<file path="src/rtl/window_accum.sv">
// window_accum: sums exactly WINDOW consecutive unsigned samples into a DSIZE-bit result and
// presents each result on a valid/ready output. The output register acts as a one-deep
// buffer: a new partial window keeps filling while a finished sum waits for the consumer.
// Only the final sample of a window stalls, and only when the previous sum is still held.
//
// Ports:
//   clock      rising-edge clock
//   rst        synchronous, active-high reset
//   clear      (only with WINDOW_ACCUM_CLEAR_EN) synchronous discard of the partial window
//   in_valid   in_data is valid
//   in_ready   block accepts in_data this cycle
//   in_data    unsigned sample, ISIZE bits
//   out_valid  out_data holds a completed window sum
//   out_ready  consumer accepts out_data this cycle
//   out_data   window sum, zero-extended, DSIZE bits
//   fill       samples accumulated in the current partial window
//
// Optional feature macro: WINDOW_ACCUM_CLEAR_EN adds the clear input.
module window_accum #(
  parameter int unsigned ISIZE  = 8,
  parameter int unsigned WINDOW = 256,
  parameter int unsigned DSIZE  = 16,
  localparam int unsigned CNT_W = (WINDOW > 1) ? $clog2(WINDOW) : 1
) (
  input  logic             clock,
  input  logic             rst,
`ifdef WINDOW_ACCUM_CLEAR_EN
  input  logic             clear,
`endif
  input  logic             in_valid,
  output logic             in_ready,
  input  logic [ISIZE-1:0] in_data,
  output logic             out_valid,
  input  logic             out_ready,
  output logic [DSIZE-1:0] out_data,
  output logic [CNT_W-1:0] fill
);

  // Elaboration-time parameter checks.
  if (WINDOW < 1 || WINDOW > 65536) begin : gen_bad_window
    $error("window_accum: WINDOW must be in 1..65536");
  end
  if (DSIZE < ISIZE + CNT_W) begin : gen_bad_dsize
    $error("window_accum: DSIZE must be >= ISIZE + CNT_W");
  end

  localparam logic [CNT_W-1:0] LastFill = CNT_W'(WINDOW - 1);

  logic             clear_req;
`ifdef WINDOW_ACCUM_CLEAR_EN
  assign clear_req = clear;
`else
  assign clear_req = 1'b0;
`endif

  logic [DSIZE-1:0] acc_q, acc_d;
  logic [CNT_W-1:0] fill_q, fill_d;
  logic             out_valid_q, out_valid_d;
  logic [DSIZE-1:0] out_data_q, out_data_d;

  logic             last;
  logic             in_fire;
  logic             out_fire;
  logic [DSIZE-1:0] sample_ext;
  logic [DSIZE-1:0] sum;

  assign last = (fill_q == LastFill);

  // Combinational from out_ready: the closing sample may pass in the same cycle the held
  // result drains.
  assign in_ready = ~rst & ~clear_req & ~(last & out_valid_q & ~out_ready);
  assign in_fire  = in_valid & in_ready;
  assign out_fire = out_valid_q & out_ready;

  // Gate the sample so an X on in_data while idle never reaches the accumulator.
  assign sample_ext = in_fire ? DSIZE'(in_data) : '0;
  assign sum        = acc_q + sample_ext;

  always_comb begin
    acc_d       = acc_q;
    fill_d      = fill_q;
    out_valid_d = out_valid_q;
    out_data_d  = out_data_q;

    if (out_fire) begin
      out_valid_d = 1'b0;
    end

    if (clear_req) begin
      acc_d  = '0;
      fill_d = '0;
    end else if (in_fire) begin
      if (last) begin
        // A completing window overrides a same-cycle drain.
        out_data_d  = sum;
        out_valid_d = 1'b1;
        acc_d       = '0;
        fill_d      = '0;
      end else begin
        acc_d  = sum;
        fill_d = fill_q + CNT_W'(1);
      end
    end
  end

  always_ff @(posedge clock) begin
    if (rst) begin
      acc_q       <= '0;
      fill_q      <= '0;
      out_valid_q <= 1'b0;
      out_data_q  <= '0;
    end else begin
      acc_q       <= acc_d;
      fill_q      <= fill_d;
      out_valid_q <= out_valid_d;
      out_data_q  <= out_data_d;
    end
  end

  assign out_valid = out_valid_q;
  assign out_data  = out_data_q;
  assign fill      = fill_q;

endmodule

</file>
<file path="config.mk">
export PLATFORM = sky130hd
export DESIGN_NAME = window_accum
export DESIGN_NICKNAME = d
export VERILOG_FILES = /design/src/rtl/window_accum.sv
export SDC_FILE = /design/constraint.sdc
export NUM_CORES = 1
export LEC_CHECK = 0
export CELL_PAD_IN_SITES_DETAIL_PLACEMENT = 1
export CELL_PAD_IN_SITES_GLOBAL_PLACEMENT = 2
export CORE_ASPECT_RATIO = 1.2
export CORE_MARGIN = 5
export CORE_UTILIZATION = 28
export CTS_BUF_LIST = sky130_fd_sc_hd__clkbuf_8 sky130_fd_sc_hd__clkbuf_16
export CTS_CLUSTER_DIAMETER = 60
export DETAILED_ROUTE_END_ITERATION = 8
export HOLD_SLACK_MARGIN = 0.1
export PLACE_DENSITY_LB_ADDON = 0.3
export SLEW_MARGIN = 15
export SYNTH_ARGS = -nofsm -noshare
export SYNTH_HDL_FRONTEND = slang
export SYNTH_SLANG_ARGS = --single-unit
</file>
<file path="constraint.sdc">
create_clock -name clock -period 3.6 [get_ports clock]
set_clock_uncertainty 0.05 [all_clocks]
set_input_delay 0.9 -clock clock [delete_from_list [all_inputs] [get_ports clock]]
set_output_delay 0.9 -clock clock [all_outputs]
set_load 0.1 [all_outputs]
</file>
Yosys cells after proc, flatten, opt, wreduce, memory -nomap -nowiden
Cells that the tools add are included.
{ "classes": {"addsub": 2, "n_eq_ne": 1, "muxes": 6, "bitwise": 8, "n_reduce_logical": 1} }
{ "ops": {"columns": ["op", "count"], "rows": [
  ["$add 16x8->16", 1],
  ["$mux 16", 1],
  ["$mux 8", 2],
  ["$add 8x1->8 const B", 1],
  ["$eq 8x8->1 const B", 1],
  ["$and 1x1->1", 5],
  ["$mux 1", 3],
  ["$not 1->1", 3],
  ["$reduce_and 2->1", 1]
]} }
{ "totals": {"regBits": 41, "inputBits": 12, "out_inout_bits": 26, "wordCells": 22} }

Longest topological paths before layout
Gate-level depths: netlist (run 1).
{ "logic_depth": {"depth_word": 9, "mapped_depth": 13, "mapped_depth_nobuf": 13} }

Worst setup path before layout (run 1)
OpenSTA, ideal clock, no wires.
{ "synth_path": {"path_kind": "flip-flop to flip-flop", "start": "register fill_q[0] (netlist: fill[0])", "end": "register out_data_q[10] (netlist: out_data[10])", "t_arrival_ns": 3.700, "required_time_ns": 3.464, "path_slack_ns": -0.236, "stages_incl_launch_ff": 14, "n_path_buf": 0, "path_cell_list": "dfxtp_1 ha_1 nand4_4 nor3_1 nor2_1 and2_1 ha_1 fa_1 a211oi_2 nor2_2 a41oi_2 nor2_1 xnor2_1 a211oi_1"} }
{ "synth_between": {"elab_chain_len": 8, "elab_cells_between_ends": 9} }
{ "synth_rtl": {"columns": ["item", "line", "source"], "rows": [
  ["start: declaration", "57", "logic [CNT_W-1:0] fill_q, fill_d;"],
  ["start signal: assignment", "114", "fill_q <= fill_d;"],
  ["$eq 8x8->1 *", "67", "assign last = (fill_q == LastFill);"],
  ["$and 1x1->1 (2 in a row)", "71", "assign in_ready = ~rst & ~clear_req & ~(last & out_valid_q & ~out_ready);"],
  ["$not 1->1", "71", null],
  ["$and 1x1->1", "71", null],
  ["$and 1x1->1", "72", "assign in_fire = in_valid & in_ready;"],
  ["$mux 8", "76", "assign sample_ext = in_fire ? DSIZE'(in_data) : '0;"],
  ["$add 16x8->16", "77", "assign sum = acc_q + sample_ext;"],
  ["end signal: assignment", "116", "out_data_q <= out_data_d;"],
  ["end: declaration", "59", "logic [DSIZE-1:0] out_data_q, out_data_d;"]
]} }
Every way passes the cells marked *; elsewhere a longest branch is shown, timed or not.
A chain may end at the register's enable or synchronous reset.

Final worst setup path (run 1)
{ "layout_path": {"start": "input out_ready", "end": "register out_data_q[8] (netlist: out_data[8])"} }
{ "layout_between": {"elab_chain_len": 7, "elab_cells_between_ends": 8} }
{ "layout_rtl": {"columns": ["item", "line", "source"], "rows": [
  ["start: declaration", "34", "input logic out_ready,"],
  ["$not 1->1 *", "71", null],
  ["$and 1x1->1 *", "71", null],
  ["$not 1->1 *", "71", null],
  ["$and 1x1->1 *", "71", null],
  ["$and 1x1->1 *", "72", null],
  ["$mux 8", "76", null],
  ["$add 16x8->16", "77", null]
]} }
Marked as above.

==> flow_summary_export.csv, run 1 <==
group,metric,value,unit
status,status,"finished, final reports clean",
logic_synthesis,synth_edf_count,0,
timing,fin_crit,3.41,ns
clocking,path_clk_slew,0.08,ns
logic_synthesis,synth_cell_types,57,
setup_path,r2r-start,"fill[0]",
die,fp.dieW,92.7,um
cells_and_area,final_util,36.7,%
logic_synthesis,netlist_area,2300,sq um
cells_and_area,final.fill_count,966,
logic_synthesis,yosysTopAreaCell,"dfxtp_1",
placement,pre_cts_slack,-0.305,ns
timing,finalHoldViolCount,0,
die,num_io_pins,38,
die,fp.coreArea,8060,sq um
logic_synthesis,syn-num-nets,298,
routing,totalWireLength,6800,um
cells_and_area,syn_to_final_growth,28.6,%
timing,rsz0062_at_grt,"false",
timing,fin_ws,0.192,ns
timing,tightest_slew,0.513,ns
logic_synthesis,yosys.area.top_type_share,35.7,%
cells_and_area,finalNetCount,353,
logic_synthesis,yosys_warnings,0,
cells_and_area,multi_input_area,1390,sq um
placement,gp_congestion,0.843,
setup_path,crit_family,"simple AND/OR/NAND/NOR gates",
timing,slew_violations,0,
cells_and_area,seqCellArea,827,sq um
logic_synthesis,ys_ff_latch,41,
cells_and_area,drive_gt1_share,25.4,%
routing,avgViaCountPerCell,5.08,
global_routing,grt_pass1_wl,11300,um
logic_synthesis,synth_ff_type,"dfxtp_1",
clocking,clock_sinks,41,
global_routing,grt-ovfl-total,0,
setup_path,crit_buf_inv,2,
logic_synthesis,synth.most_common_cell,"dfxtp_1",
routing,antenna_left,0,
setup_path,critPathLaunchType,"input pin",
setup_path,crit_slowest_cell,"clkdlybuf4s50_1",
logic_synthesis,ys_seq_area_share,35.7,%
power_and_ir_drop,cellLeakagePower,0.00119,uW
routing,drt-initial-drc-count,58,
placement,port_buffers,37,
setup_path,cp-endpoint,"out_data[8]",
setup_path,path_cells,"clkdlybuf4s50_1 > nand2b_1 > nor3_2 > nor2_2 > and2_1 > ha_1 > fa_2 > a211oi_2 > nor2_2 > a41oi_2 > buf_4 > xnor2_1 > nand2_1 > a21oi_1",
setup_path,worstPathArrival,3.58,ns
clocking,h-tree-depth,2,
setup_path,cp-startpoint,"out_ready",
setup_path,reg2regPathDepth,14,
routing,wl_per_cell,16.0,um
global_routing,grt_max_degree,47,
clocking,cts_tree,"built",
setup_path,crit_path_max_incr_delay,0.39,ns
timing,setup_viol,0,
timing,max_freq,0.293,GHz
setup_path,crit_type,"input pin to register",
global_routing,grt_pass1_vias,2233,
routing,via_count,2162,
clocking,cts_buffer_depth,2,
die,fp-row-count,36,
clocking,post_cts_buffers,0,
flow_run,maxCapViolations,0,
placement,dpl.hpwl,5160,um
logic_synthesis,synthCells,276,
die,dieArea,10100,sq um
setup_path,rrSetupSlack,0.43,ns
clocking,insertion_delay,0.29,ns
routing,drc,0,
power_and_ir_drop,finalPower,877,uW
global_routing,antenna_found_initial,0,
routing,dr.pass1.iters,5,
die,die_h,109,um
setup_path,crit_fanout,5,
setup_path,required,3.77,ns
clocking,cts_buffers,5,
logic_synthesis,synth_common_cells,"dfxtp_1 (41), nand2_1 (33), nor2_1 (27)",
timing,period_share,94.7,%
die,initial_utilization,28.5,%
clocking,clk_root_buffer_cell,"clkbuf_8",
setup_path,cp_common_cell,"nor2_2",
timing,slew_headroom,65.8,%
logic_synthesis,syn_area_per_cell,8.33,sq um
clocking,cts_hold_buf,0,
power_and_ir_drop,peakVddDrop,0.111,mV
logic_synthesis,async_reset_ff_share,0,%
timing,final.setup.tns,0,ns
global_routing,grt_use_total,14.3,%
setup_path,end_kind,"register",
power_and_ir_drop,p_per_area,297,nW/um^2
logic_synthesis,synthTopCellsByArea,"dfxtp_1 (36%), a21oi_1 (5.7%), nand2_1 (5.4%)",
setup_path,critical_path_depth,14,
setup_path,r2r_end,"out_data[8]",
worst_hold_path,hold_path_class,"register to register",
cells_and_area,antenna_cells,0,
[stage by stage]
stage          hold WS [ns]  area [sq um]  cells
6_report              0.410          2960    426
5_1_grt               0.432          2960    426
4_1_cts               0.417          2950    426
3_5_place_dp          0.404          2860    419
3_3_place_gp          0.397          2860    419
2_1_floorplan         0.386          2300    276
[worst min-delay path, stage by stage (launching register included)]
cell     delay, ns
dfxtp_1       0.31
nand2_1       0.05
a21oi_1       0.05
[kinds of logic after synthesis]
group	after synthesis	synth area share [%]
buffers and inverters	20	4.30
AO/OA/AOI/OAI	68	20.5
XOR/XNOR	16	6.10
flip-flops	41	35.7
adder cells (fa/ha/maj)	10	5.77
AND/OR/NAND/NOR	120	27.2
multiplexers	1	0.436
[registers in the layout, summed over array words and instances (netlist names)]
register / count
fill: 8
out_valid: 1
out_data: 16
acc_q: 16
[layout make-up]
type	count	area share [%]
multi-input cells	215	47.0
flip-flops and latches	41	28.0
repair buffers	64	17.6
well taps	95	4.02
clock buffers	6	2.79
inverters	4	0.508
clock inverters	1	0.127
[power breakdown]
group | internal [uW] | total, uW | switching [uW]
registers | 457 | 461 | 4.07
logic | 45.4 | 108 | 62.3
clock network | 150 | 308 | 159
total | 652 | 877 | 225
[layer usage]
metal	vias to the layer above	GRT usage (%)	routed length, um
met1	1041	16.1	2870
met3	8	2.48	153
met4	0	4.08	95
met5	-	0	0
li1	1085	-	-
met2	28	27.3	3680
[repair_timing]
action                     4_1_cts  5_1_grt
gates resized for setup          1        2
pin swaps                        0        3
setup endpoints to repair        1       11
[cell usage in the layout, fill, tap and decap left out, types with 2 or more instances in the layout]
cell,netlist,routed
clkdlybuf4s50_1,0,11
nand2_1,33,33
a21o_1,3,3
a211oi_2,3,3
o21bai_1,2,2
nand2b_1,2,2
a31oi_1,2,2
and3_1,2,2
nor4_1,3,3
nor2b_1,2,2
clkbuf_8,0,6
nand3_1,9,9
o21ai_1,4,4
xor2_1,5,5
o211ai_1,2,2
nor3_1,10,9
a22oi_1,3,3
inv_1,4,5
buf_4,2,52
ha_1,9,9
nand4b_1,2,2
nand4_1,3,3
xnor2_1,11,11
and2_1,9,9
a211oi_1,7,7
a21oi_1,26,26
or3_1,3,3
dfxtp_1,41,36
dfxtp_2,0,5
o21ai_0,5,5
nand3b_1,3,3
nor2_1,27,26
nor2_2,2,3
[how the worst min path moves through the flow]
stage | startpoint | end | slack [ns] | cells past startpoint
finish | out_data[1] | out_data[1] | 0.41 | 2
global route | out_data[8] | out_data[8] | 0.43 | 2
CTS | out_data[1] | out_data[1] | 0.42 | 2
detailed placement | out_data[1] | out_data[1] | 0.40 | 2
global placement | out_data[1] | out_data[1] | 0.40 | 2
floorplan | acc_q[0] | acc_q[0] | 0.39 | 2
Note: power is estimated with default switching activity, not from simulation.
==> run 2: changes to the inputs <==
SKIP_LAST_GASP = 1   (was unset)
==> results of run 2 <==
Same layout as run 1: the final DEF is identical, and so are final timing and power.
==> run 3: changes to the inputs <==
CORE_MARGIN = unset   (was 5)
==> run 3 against run 2 <==
Non-clock buffer count is 2 lower. Clock-buffer cell count is 1 lower. Sequential power hardly changed. Register-to-register slack worse by 0.04 ns. Clock power is 5% lower. Critical path type unchanged. Wire length is 4.6% lower.
==> flow_summary_export.csv, run 3 (synthesis results as in run 1) <==
group,metric,value,unit
power_and_ir_drop,cellLeakagePower,0.00119,uW
global_routing,grt_use_total,16.2,%
placement,pre_cts_slack,-0.380,ns
global_routing,antenna_found_initial,0,
die,fp.dieW,84.7,um
setup_path,crit_fanout,6,
routing,dr.pass1.iters,6,
placement,gp_congestion,0.785,
clocking,cts_buffers,5,
timing,max_freq,0.288,GHz
global_routing,grt_util_met2,29.9,%
routing,wl_per_cell,15.4,um
timing,fin_ws,0.130,ns
cells_and_area,mostFrequentLayoutCell,"buf_4",
cells_and_area,finalNetCount,351,
timing,setup_viol,0,
setup_path,crit_path_max_incr_delay,0.40,ns
power_and_ir_drop,finalPower,862,uW
worst_hold_path,hold_path_class,"register to register",
cells_and_area,final_cells,422,
global_routing,grt_pass1_vias,2216,
clocking,cts_hold_buf,0,
cells_and_area,syn_to_final_growth,28.0,%
placement,port_buffers,37,
global_routing,grt_max_degree,47,
die,fp.coreArea,7790,sq um
die,die_h,101,um
flow_run,maxCapViolations,0,
global_routing,met1_usage,19.2,%
global_routing,grt_pass1_wl,11100,um
routing,totalWireLength,6480,um
timing,slew_violations,0,
global_routing,grt-ovfl-total,0,
placement,dpl_cell_area,2830,sq um
die,initial_utilization,29.5,%
power_and_ir_drop,peakVddDrop,0.118,mV
routing,via_count,2142,
routing,avgViaCountPerCell,5.08,
clocking,insertion_delay,0.30,ns
clocking,h-tree-depth,2,
clocking,path_clk_slew,0.08,ns
timing,slew_headroom,66.7,%
die,num_io_pins,38,
cells_and_area,layout.cells.most_common_list,"buf_4 (50), dfxtp_1 (36), nand2_1 (33), nor2_1 (26), a21oi_1 (26)",
setup_path,required,3.77,ns
routing,antenna_left,0,
clocking,clock_sinks,41,
placement,place_inst,413,
timing,fin_crit,3.47,ns
clocking,cts_buffer_depth,2,
cells_and_area,drive_gt1_share,24.5,%
setup_path,worstPathArrival,3.64,ns
status,status,"finished, final reports clean",
setup_path,end_kind,"register",
setup_path,critPathLaunchType,"input pin",
setup_path,crit_type,"input pin to register",
setup_path,path_cells,"clkdlybuf4s50_1 > nand2b_1 > nor3_2 > nor2_2 > and2_1 > ha_1 > fa_2 > a211oi_2 > nor2_2 > a41o_2 > nand4_2 > xnor2_1 > a211oi_2",
timing,period_share,96.4,%
routing,drt-initial-drc-count,58,
global_routing,grt.met3_usage,2.85,%
die,dieArea,8580,sq um
die,fp-row-count,35,
cells_and_area,antenna_cells,0,
timing,finalHoldViolCount,0,
clocking,clk_root_buffer_cell,"clkbuf_8",
global_routing,grt_busiest_layer,"met2",
routing,drc,0,
power_and_ir_drop,p_per_area,293,nW/um^2
placement,dpl.hpwl,4860,um
clocking,cts_tree,"built",
timing,fin_worst_hold_slack,0.414,ns
timing,tightest_slew,0.499,ns
cells_and_area,final_area,2940,sq um
setup_path,crit_slowest_cell,"clkdlybuf4s50_1",
[run 3: report_power, final]
part           internal, uW  switching, uW  leakage [uW]  total, uW
sequential              457           4.04      0.000333        461
combinational          44.2           62.4      0.000806        107
clock                   130            165     0.0000519        294
[run 3: final timing paths]
| check | from | end | slack [ns] | cells after the start |
|---|---|---|---|---|
| max | out_ready | out_data[14] | 0.13 | 13 |
| min | out_data[1] | out_data[1] | 0.41 | 2 |
| max reg2reg | fill[0] | out_data[14] | 0.39 | 13 |
| min reg2reg | out_data[1] | out_data[1] | 0.41 | 2 |
[run 3: stage by stage]
step	utilization (%)	setup TNS [ns]
after floorplan	-	0
after global placement	36.4	-2.89
after detailed placement	36.4	-4.42
after CTS	37.4	0
after global routing	37.8	-0.00946
final	37.8	0
[run 3: layout make-up]
type	instances	area (sq um)
fillers	961	4850
well taps	92	115
clock buffers	5	68.8
multi-input cells	215	1400
repair buffers	62	505
inverters	4	15.0
flip-flops and latches	41	827
clock inverters	3	11.3
[run 3: critical path: cells and delay by family]
kind	cells	cell delay [ns]
xor gates and xnor gates	1	0.09
adders and majority gates	2	0.56
and+or+nand+nor	6	0.88
AOI/OAI and AO/OA	3	0.82
buffers and inverters	1	0.40
[run 3: what timing repair did]
item                       in CTS  in global routing
hold endpoints to repair        0                  0
setup buffers                   0                  1
pin swaps                       1                  2
setup endpoints to repair       6                 13
gates resized for setup         1                  3
[run 3: per-layer routing]
metal  wire length, um  part of all wire [%]
met1              2990                    46
met2              3240                    50
met3               143                   2.2
met4               109                   1.7
met5                 0                     0
